==> src/rtl/bar_cmd_tx_pkg.sv <==
// Shared types and constants for the bar command transmitter.
// Holds the FSM state encoding, command word layout and a command builder.
package bar_cmd_pkg;

  localparam int SEL_BIT       = 10;
  localparam int Y_W           = 10;
  localparam int CMD_W         = 32;
  localparam int Y_MAX_DEFAULT = 500;

  typedef enum logic [1:0] {
    ST_IDLE   = 2'd0,
    ST_UPDATE = 2'd1,
    ST_SEND1  = 2'd2,
    ST_SEND2  = 2'd3
  } state_e;

  // Command word: bar select in bit SEL_BIT, Y in the low bits, rest zero.
  function automatic logic [CMD_W-1:0] make_cmd(input logic sel, input logic [Y_W-1:0] y);
    logic [CMD_W-1:0] c;
    c            = '0;
    c[SEL_BIT]   = sel;
    c[Y_W-1:0]   = y;
    return c;
  endfunction

endpackage

==> src/rtl/bar_cmd_tx_if.sv <==
// Command channel between the transmitter and the display's custom instruction.
// Handshake: the sink raises I_READY when it can take a word; a transfer happens
// on a cycle where O_CLK_EN is high, and O_DATAA is only meaningful then.
interface bar_cmd_tx_if;
  import bar_cmd_pkg::*;

  logic             I_READY;
  logic [CMD_W-1:0] O_DATAA;
  logic             O_CLK_EN;

  modport master (input I_READY, output O_DATAA, output O_CLK_EN);
  modport slave  (output I_READY, input O_DATAA, input O_CLK_EN);

endinterface

==> src/rtl/bar_cmd_tx_in_sync.sv <==
// Two-flop synchronizer for the four buttons and VS, plus a VS falling-edge tick.
// Reset loads the inactive (high) level so no spurious tick follows reset.
module in_sync (
  input  logic       clk_i,
  input  logic       rst_ni,
  input  logic [3:0] btn_n_i,
  input  logic       vs_i,
  output logic [3:0] btn_n_o,
  output logic       tick_o
);

  logic [4:0] s1_q;
  logic [4:0] s2_q;
  logic       vs_prev_q;

  always_ff @(posedge clk_i) begin
    if (!rst_ni) begin
      s1_q      <= '1;
      s2_q      <= '1;
      vs_prev_q <= 1'b1;
    end else begin
      s1_q      <= {vs_i, btn_n_i};
      s2_q      <= s1_q;
      vs_prev_q <= s2_q[4];
    end
  end

  assign btn_n_o = s2_q[3:0];
  assign tick_o  = vs_prev_q & ~s2_q[4];

endmodule

==> src/rtl/bar_cmd_tx.sv <==
// Per-frame bar position update and command transmitter for the two-bar display.
// Positions saturate in [Y_MIN, Y_MAX]; only changed bars are sent unless forced.
module bar_cmd_tx
  import bar_cmd_pkg::*;
#(
  parameter int Y_INIT = 250,
  parameter int Y_MIN  = 0,
  parameter int Y_MAX  = Y_MAX_DEFAULT,
  parameter int STEP   = 4
) (
  input  logic                CLK,
  input  logic                RST_BTN,
  input  logic [3:0]          BTN_N,
  input  logic                VGA_VS_I,
  bar_cmd_tx_if.master        cmd,
  output state_e              dbg_state_o
);

  localparam logic [Y_W:0]   STEP_X = (Y_W+1)'(STEP);
  localparam logic [Y_W:0]   YMIN_X = (Y_W+1)'(Y_MIN);
  localparam logic [Y_W:0]   YMAX_X = (Y_W+1)'(Y_MAX);
  localparam logic [Y_W-1:0] YINIT  = Y_W'(Y_INIT);

  logic [3:0] btn_n_s;
  logic       tick;

  in_sync u_in_sync (
    .clk_i   (CLK),
    .rst_ni  (RST_BTN),
    .btn_n_i (BTN_N),
    .vs_i    (VGA_VS_I),
    .btn_n_o (btn_n_s),
    .tick_o  (tick)
  );

  state_e           state_q, state_d;
  logic [Y_W-1:0]   y1_q, y1_d, y2_q, y2_d;
  logic [Y_W-1:0]   last1_q, last1_d, last2_q, last2_d;
  logic             force_q, force_d;
  logic             pending_q, pending_d;
  logic [CMD_W-1:0] dataa_q, dataa_d;
  logic             clk_en_q, clk_en_d;
  logic             need1, need2;

  // One extra bit of headroom so y-STEP and y+STEP are compared before truncation.
  function automatic logic [Y_W-1:0] move(input logic [Y_W-1:0] y,
                                          input logic up_n, input logic dn_n);
    logic [Y_W:0] y_x;
    logic [Y_W:0] r;
    y_x = {1'b0, y};
    r   = y_x;
    if (!up_n && dn_n) begin
      r = (y_x < YMIN_X + STEP_X) ? YMIN_X : y_x - STEP_X;
    end else if (up_n && !dn_n) begin
      r = (y_x + STEP_X > YMAX_X) ? YMAX_X : y_x + STEP_X;
    end
    return r[Y_W-1:0];
  endfunction

  assign need1 = (y1_q != last1_q) | force_q;
  assign need2 = (y2_q != last2_q) | force_q;

  always_ff @(posedge CLK) begin
    if (!RST_BTN) begin
      state_q   <= ST_IDLE;
      y1_q      <= YINIT;
      y2_q      <= YINIT;
      last1_q   <= '0;
      last2_q   <= '0;
      force_q   <= 1'b1;
      pending_q <= 1'b0;
      dataa_q   <= '0;
      clk_en_q  <= 1'b0;
    end else begin
      state_q   <= state_d;
      y1_q      <= y1_d;
      y2_q      <= y2_d;
      last1_q   <= last1_d;
      last2_q   <= last2_d;
      force_q   <= force_d;
      pending_q <= pending_d;
      dataa_q   <= dataa_d;
      clk_en_q  <= clk_en_d;
    end
  end

  always_comb begin
    state_d   = state_q;
    y1_d      = y1_q;
    y2_d      = y2_q;
    last1_d   = last1_q;
    last2_d   = last2_q;
    force_d   = force_q;
    pending_d = pending_q;
    dataa_d   = dataa_q;
    clk_en_d  = 1'b0;

    // At most one frame is queued while busy; later ticks collapse into it.
    if (tick && state_q != ST_IDLE) pending_d = 1'b1;

    case (state_q)
      ST_IDLE: begin
        if (tick || pending_q) begin
          state_d   = ST_UPDATE;
          pending_d = 1'b0;
        end
      end
      ST_UPDATE: begin
        y1_d    = move(y1_q, btn_n_s[0], btn_n_s[1]);
        y2_d    = move(y2_q, btn_n_s[2], btn_n_s[3]);
        state_d = ST_SEND1;
      end
      ST_SEND1: begin
        if (!need1) begin
          state_d = ST_SEND2;
        end else if (cmd.I_READY) begin
          clk_en_d = 1'b1;
          dataa_d  = make_cmd(1'b0, y1_q);
          last1_d  = y1_q;
          state_d  = ST_SEND2;
        end
      end
      ST_SEND2: begin
        if (!need2) begin
          state_d = ST_IDLE;
          force_d = 1'b0;
        end else if (cmd.I_READY) begin
          clk_en_d = 1'b1;
          dataa_d  = make_cmd(1'b1, y2_q);
          last2_d  = y2_q;
          state_d  = ST_IDLE;
          force_d  = 1'b0;
        end
      end
      default: state_d = ST_IDLE;
    endcase
  end

  assign cmd.O_DATAA  = dataa_q;
  assign cmd.O_CLK_EN = clk_en_q;
  assign dbg_state_o  = state_q;

endmodule

==> src/flat_wrapper.sv <==
// flat-port wrapper written by rule: the top's interface ports become plain ports
module bar_cmd_tx_flat import bar_cmd_pkg::*;
#(
  parameter int Y_INIT = 250,
  parameter int Y_MIN  = 0,
  parameter int Y_MAX  = Y_MAX_DEFAULT,
  parameter int STEP   = 4
)
  (CLK, RST_BTN, BTN_N, VGA_VS_I, dbg_state_o, cmd_I_READY, cmd_O_DATAA, cmd_O_CLK_EN);
  bar_cmd_tx_if cmd_i ();
  input  logic CLK;
  input  logic RST_BTN;
  input  logic [3:0] BTN_N;
  input  logic VGA_VS_I;
  output state_e dbg_state_o;
  input wire logic [$bits(cmd_i.I_READY)-1:0] cmd_I_READY;
  output wire logic [$bits(cmd_i.O_DATAA)-1:0] cmd_O_DATAA;
  output wire logic [$bits(cmd_i.O_CLK_EN)-1:0] cmd_O_CLK_EN;
  assign cmd_i.I_READY = cmd_I_READY;
  assign cmd_O_DATAA = cmd_i.O_DATAA;
  assign cmd_O_CLK_EN = cmd_i.O_CLK_EN;
  bar_cmd_tx #(.Y_INIT(Y_INIT), .Y_MIN(Y_MIN), .Y_MAX(Y_MAX), .STEP(STEP)) u_core (.CLK(CLK), .RST_BTN(RST_BTN), .BTN_N(BTN_N), .VGA_VS_I(VGA_VS_I), .cmd(cmd_i), .dbg_state_o(dbg_state_o));
endmodule
==> config.mk <==
export PLATFORM = sky130hd
export DESIGN_NAME = bar_cmd_tx_flat
export DESIGN_NICKNAME = d
export VERILOG_FILES = /design/src/rtl/bar_cmd_tx_pkg.sv /design/src/rtl/bar_cmd_tx_if.sv /design/src/rtl/bar_cmd_tx_in_sync.sv /design/src/rtl/bar_cmd_tx.sv /design/src/flat_wrapper.sv
export SDC_FILE = /design/constraint.sdc
export NUM_CORES = 1
export LEC_CHECK = 0
export ABC_AREA = 0
export BUFFER_PORTS_ARGS = -buffer_cell sky130_fd_sc_hd__buf_2
export CORE_MARGIN = 1
export CORE_UTILIZATION = 54
export CTS_CLUSTER_SIZE = 40
export DETAILED_ROUTE_END_ITERATION = 6
export GPL_ROUTABILITY_DRIVEN = 0
export HOLD_SLACK_MARGIN = 0.02
export MAX_ROUTING_LAYER = met4
export PLACE_DENSITY = 0.74
export RECOVER_POWER = 25
export SYNTH_ARGS = -nofsm -noshare
export SYNTH_HDL_FRONTEND = slang
export SYNTH_HIERARCHICAL = 1
export SYNTH_SLANG_ARGS = --single-unit
==> constraint.sdc <==
create_clock -name CLK -period 3.6 [get_ports CLK]
set_input_delay 0.72 -clock CLK [delete_from_list [all_inputs] [get_ports CLK]]
set_output_delay 0.72 -clock CLK [all_outputs]
set_load 0.03 [all_outputs]
Yosys cells after proc, flatten, opt, wreduce, memory -nomap -nowiden
Cells that the tools add are included.
{ "word_totals": {"reg_bits": 88, "input_bits": 8, "word_cells": 87, "out_inout_bits": 35} }
{ "op_classes": {"n_lt_le_gt_ge": 4, "addsub": 4, "eq_ne": 13, "n_mux": 28, "bitwise_logic": 4, "reduce_logical": 22} }
{ "op_table": {"columns": ["cell", "count"], "rows": [
  ["$mux 32", 4],
  ["$mux 10", 8],
  ["$pmux 32 s2", 1],
  ["$add 10x3->11 const B", 2],
  ["$gt 11x9->1 const B", 2],
  ["$lt 10x3->1 const B", 2],
  ["$ne 10x10->1", 2],
  ["$sub 10x3->10 const B", 2],
  ["$mux 2", 5],
  ["$reduce_and 3->1", 3],
  ["$mux 1", 8],
  ["$pmux 2 s4", 1],
  ["$reduce_bool 2->1", 4],
  ["$ne 2x1->1 const B", 3],
  ["$ne 2x2->1 const B", 3],
  ["$ne 3x3->1 const B", 2],
  ["$reduce_and 2->1", 3],
  ["$logic_and 1x1->1", 5],
  ["$reduce_and 5->1", 1],
  ["$eq 2x2->1 const B", 2],
  ["$logic_not 1->1", 4],
  ["$eq 2x1->1 const B", 1],
  ["$logic_not 2->1", 1],
  ["$or 1x1->1", 2],
  ["other kinds (4)", 4]
]} }

Logic depth before layout (Yosys ltp)
{ "depth": {"depth_word": 6, "depth_mapped": 10} }

By module
Netlist, hierarchy kept.
{ "modules_own_cells": {"columns": ["module", "cells_per_inst", "area_per_inst_um2", "n_inst", "seq_area_each_um2"], "rows": [
  ["bar_cmd_tx", 446, 3462.1, 1, 1021.0],
  ["in_sync", 28, 349.1, 1, 220.2]
]} }

Worst setup path after synthesis
OpenSTA, ideal clock, no wires.
{ "synth_timing": {"path_type": "flip-flop to flip-flop", "start": "register u_core.y1_q[2]", "end": "register u_core.y1_q[5]", "path_buffers": 0, "arrival_time_ns": 1.990, "slack_ns": 1.478, "stages_incl_launch_ff": 8, "path_cell_list": "dfxtp_1 ha_1 a32o_1 a211oi_2 a31oi_1 or4_4 a311oi_1 o21ai_1"} }
{ "synth_between": {"elab_chain_cells": 5, "elab_cells_between_ends": 8} }
{ "synth_lines": {"columns": ["item", "line_no", "source"], "rows": [
  ["start: declaration", "bar_cmd_tx.sv:37", "logic [Y_W-1:0] y1_q, y1_d, y2_q, y2_d;"],
  ["start signal: assignment", "bar_cmd_tx.sv:76", "y1_q <= y1_d;"],
  ["$add 10x3->11", "bar_cmd_tx.sv:55", "r = (y_x + STEP_X > YMAX_X) ? YMAX_X : y_x + STEP_X;"],
  ["$gt 11x9->1", "bar_cmd_tx.sv:55", null],
  ["$mux 10", "bar_cmd_tx.sv:55", null],
  ["$mux 10", "bar_cmd_tx.sv:54", "end else if (up_n && !dn_n) begin"],
  ["$mux 10 (*)", "bar_cmd_tx.sv:52", "if (!up_n && dn_n) begin"]
]} }
Every way passes the cells marked *; elsewhere a longest branch is shown, timed or not. The select of a mux whose other input is x is not followed.
A chain may end at the register's enable or synchronous reset.

Worst setup path in the final report
{ "layout_timing": {"start": "register u_core.y1_q[3]", "end": "register u_core.y1_q[3]"} }
Same word-level chain as after synthesis.

==> metrics.md <==
| Metric | Value |
|---|---|
| Drt drc | `0` |
| CP max stage delay | `around 570 ps` |
| Initial antenna violation count | `0` |
| Area grow syn2layout | `3.97%` |
| # hold bufs at CTS | `0` |
| FF-to-FF End | `u_core/y1_q[3]$_SDFFE_PN1P_` |
| Synthesized flop and latch total | `62` |
| Outcome | `finished with violations` |
| GRT Total Usage | `roughly 24%` |
| Most frequent cells in the layout | `dfxtp_1 (62), nand2_1 (51), o21ai_0 (34)` |
| Worst path cell trace | `ha_1, nand3_1, o31ai_1, a31oi_1, o31ai_1, nand2_1, a41o_1` |
| Power Density | `around 460 nW/um2` |
| Area leader, netlist | `dfxtp_1` |
| Ys Warns | `6` |
| Vias | `3,230` |
| Min-Delay Path Class | `flip-flop to flip-flop` |
| CP startpoint kind | `flip-flop` |
| Dpl cells | `around 550` |
| WL/cell | `about 15 um` |
| Slowest library cell on the worst path | `dfxtp_1` |
| Routed Antenna Nets | `0` |
| Buffers on Ports | `20` |
| Num CTS Buffers | `9` |
| Critical Path AT | `between 2000 and 3000 ps` |
| Reg-to-reg startpoint | `u_core/y1_q[3]$_SDFFE_PN1P_` |
| Worst-Skew Late Latency | `roughly 340 ps` |
| First-pass GRT wire length | `13.7 mm` |
| CTS resizes | `0` |
| Worst r2r path cells | `7` |
| Max Fanout on Critical Path | `12` |
| Layout Cells excl Fill | `570` |
| Post-synth EDFFs | `0` |
| Post-Syn Area per Cell | `8.04 um2` |
| Setup violators final | `0` |
| Slew @ Worst Pin | `~1500 ps` |
| Die width | `86.0 um` |
| Failing checks | `capacitance limit, slew limit` |
| Critical Path End | `u_core/y1_q[3]$_SDFFE_PN1P_` |
| CTS Root Buffer Type | `clkbuf_8` |
| Clock sink count | `62` |
| FP Rows | `30` |
| Worst-path clk slew | `around 70 ps` |
| CP required | `about 3800 ps` |
| Layout cells sized above 1 | `about 11%` |
| Peak supply drop | `~0.00032 V` |
| Final nets | `489` |
| Core Box Area | `a little under 7000 um2` |
| Fmax | `between 300 and 400 MHz` |
| IO Count | `43` |
| Worst reg-to-reg setup slack | `1090 ps` |
| Synth area leaders | `dfxtp_1 (33%), buf_4 (5.3%), nand2_1 (5.0%)` |
| RSZ-0062 raised after global routing | `false` |
| CP endpoint kind | `flip-flop` |
| Final setup margin | `between 1000 and 1500 ps` |
| Unique masters post-synth | `a little over 60` |
| Final HPWL from detailed placement | `approximately 6.0 mm` |
| Post-Route WL | `about 8.4 mm` |
| Max-slew violations | `32` |
| Grt ovf | `0` |
| Sequential area share after synthesis | `~33%` |
| Yosys top cell area share | `approximately 33%` |
| Mapped Cells | `474` |
| Setup slack after placement | `1130 ps` |
| H-tree Lvls | `3` |
| Fin crit period | `2510 ps` |
| CTS tree | `done` |
| Clock tree buffer depth | `2` |
| Initial Util | `roughly 56%` |
| DR iter-0 viols | `185` |
| Kind of critical path | `flip-flop to flip-flop` |
| Final period util | `69.7%` |
| DR vias/cell | `between 5 and 6` |
| Worst clock skew | `7.37 ps` |
| Prevailing post-synth register cell | `dfxtp_1` |
| Post-synth ARST share | `0%` |
| Largest net degree at the start of global routing | `32` |
| Setup TNS | `0 ps` |
| Number of fill cells | `633` |
| Max_cap viols | `1` |
| Worst setup path startpoint | `u_core/y1_q[3]$_SDFFE_PN1P_` |
| Crit-path most repeated cell | `o31ai_1` |
| Die Y | `86.0 um` |
| Static leakage | `roughly 1.6 nW` |
| Synthesized area | `approximately 3800 um2` |
| Post-CTS setup buffer count | `0` |
| Commonest non-fill, non-tap cell in the layout | `dfxtp_1` |
| Ant diodes | `0` |
| Final Total Pwr | `around 1.8 mW` |
| Final Hold Violating Endpoints | `0` |
| Max-Slew Margin vs Limit | `-0.861%` |
| Number of global-route vias before repair | `roughly 2,900` |
| Die area | `roughly 7400 um2` |
| TritonRoute pass-1 iters | `5` |
synthesized netlist by cell type (2+ instances only):
master,instances
nand3_1,32
xnor2_1,5
a21boi_0,12
nor4_1,5
mux2_2,4
and2_1,4
clkbuf_1,18
a21oi_1,14
nor3_1,5
o21ai_0,34
o211ai_1,6
mux2i_1,12
or3_1,2
nor2b_1,14
buf_4,27
nand4_1,7
buf_1,3
o31ai_1,3
nand2b_2,5
buf_6,2
a221oi_1,2
nor2_1,21
buf_2,12
xor2_1,20
and3_1,4
ha_1,12
dfxtp_1,62
a31oi_1,12
nand2b_1,17
nand2_1,51
or4_4,2
inv_1,16
registers in the layout (all words and copies together) (netlist names):
signal                      count
u_core/last2_q                  9
u_core/cmd.O_CLK_EN             1
u_core/u_in_sync/s1_q           5
u_core/y2_q                     9
u_core/y1_q                     9
u_core/u_in_sync/vs_prev_q      1
u_core/last1_q                  9
u_core/cmd.O_DATAA             10
u_core/force_q                  1
u_core/dbg_state_o              2
u_core/pending_q                1
u_core/u_in_sync/s2_q           5
per-layer routing:
metal  share of wire [%]  global-route usage (%)  up-vias
met5                   0                       -        -
met4                 2.5                    11.2        0
met3                 7.3                    5.00       25
met2                  47                    37.7      141
met1                  43                    30.2     1478
li1                    -                       -     1586
report_power, final:
| part | internal [mW] | switching, mW |
|---|---|---|
| sequential | 0.737 | 0.0712 |
| combinational | 0.152 | 0.278 |
| clock | 0.318 | 0.265 |
| total | 1.21 | 0.614 |
how the worst min path moves through the flow:
| stage | start | to | slack (ps) | cells past startpoint |
|---|---|---|---|---|
| global placement | u_core/u_in_sync/s1_q[0]$_SDFF_PN1_ | u_core/u_in_sync/s2_q[0]$_SDFF_PN1_ | 390 | 1 |
| finish | u_core/u_in_sync/s1_q[3]$_SDFF_PN1_ | u_core/u_in_sync/s2_q[3]$_SDFF_PN1_ | 420 | 1 |
| CTS | u_core/u_in_sync/s1_q[3]$_SDFF_PN1_ | u_core/u_in_sync/s2_q[3]$_SDFF_PN1_ | 420 | 1 |
| detailed placement | u_core/u_in_sync/s1_q[0]$_SDFF_PN1_ | u_core/u_in_sync/s2_q[0]$_SDFF_PN1_ | 400 | 1 |
| global route | u_core/u_in_sync/s1_q[0]$_SDFF_PN1_ | u_core/u_in_sync/s2_q[0]$_SDFF_PN1_ | 430 | 1 |
| floorplan | u_core/u_in_sync/s1_q[0]$_SDFF_PN1_ | u_core/u_in_sync/s2_q[0]$_SDFF_PN1_ | 390 | 1 |
logic make-up after synthesis:
family / after synthesis / synth area share (%)
other cells: 1 / 0.0984
fa+ha+maj: 12 / 3.94
xor+xnor: 25 / 5.75
compound gates: 103 / 18.0
flops: 62 / 32.6
buf+inv: 79 / 11.2
simple gates: 176 / 24.1
mux: 16 / 4.33
layout make-up:
class	count	area (um2)	area share [%]
clock buffer	10	128	3.22
clock inverter	6	62.6	1.58
inverter	17	63.8	1.61
multi-input combinational	354	2220	56.0
sequential	62	1240	31.3
tap	96	120	3.03
timing repair buffer	25	126	3.19
through the flow:
step	utilization (%)	area [um2]	hold slack, ps
global route	58.3	3960	427
floorplan	-	3890	386
finish	58.3	3960	416
global placement	55.7	3780	392
CTS	58.5	3970	417
detailed placement	55.7	3780	397
critical path: cells and delay by family (launching register included):
kind / cells / cell delay [ps]
AO/OA/AOI/OAI: 4 / 1150
flip-flops: 1 / 570
adder cells (fa/ha/maj): 1 / 350
AND/OR/NAND/NOR: 2 / 340
Power figures use the tool's default switching activity.
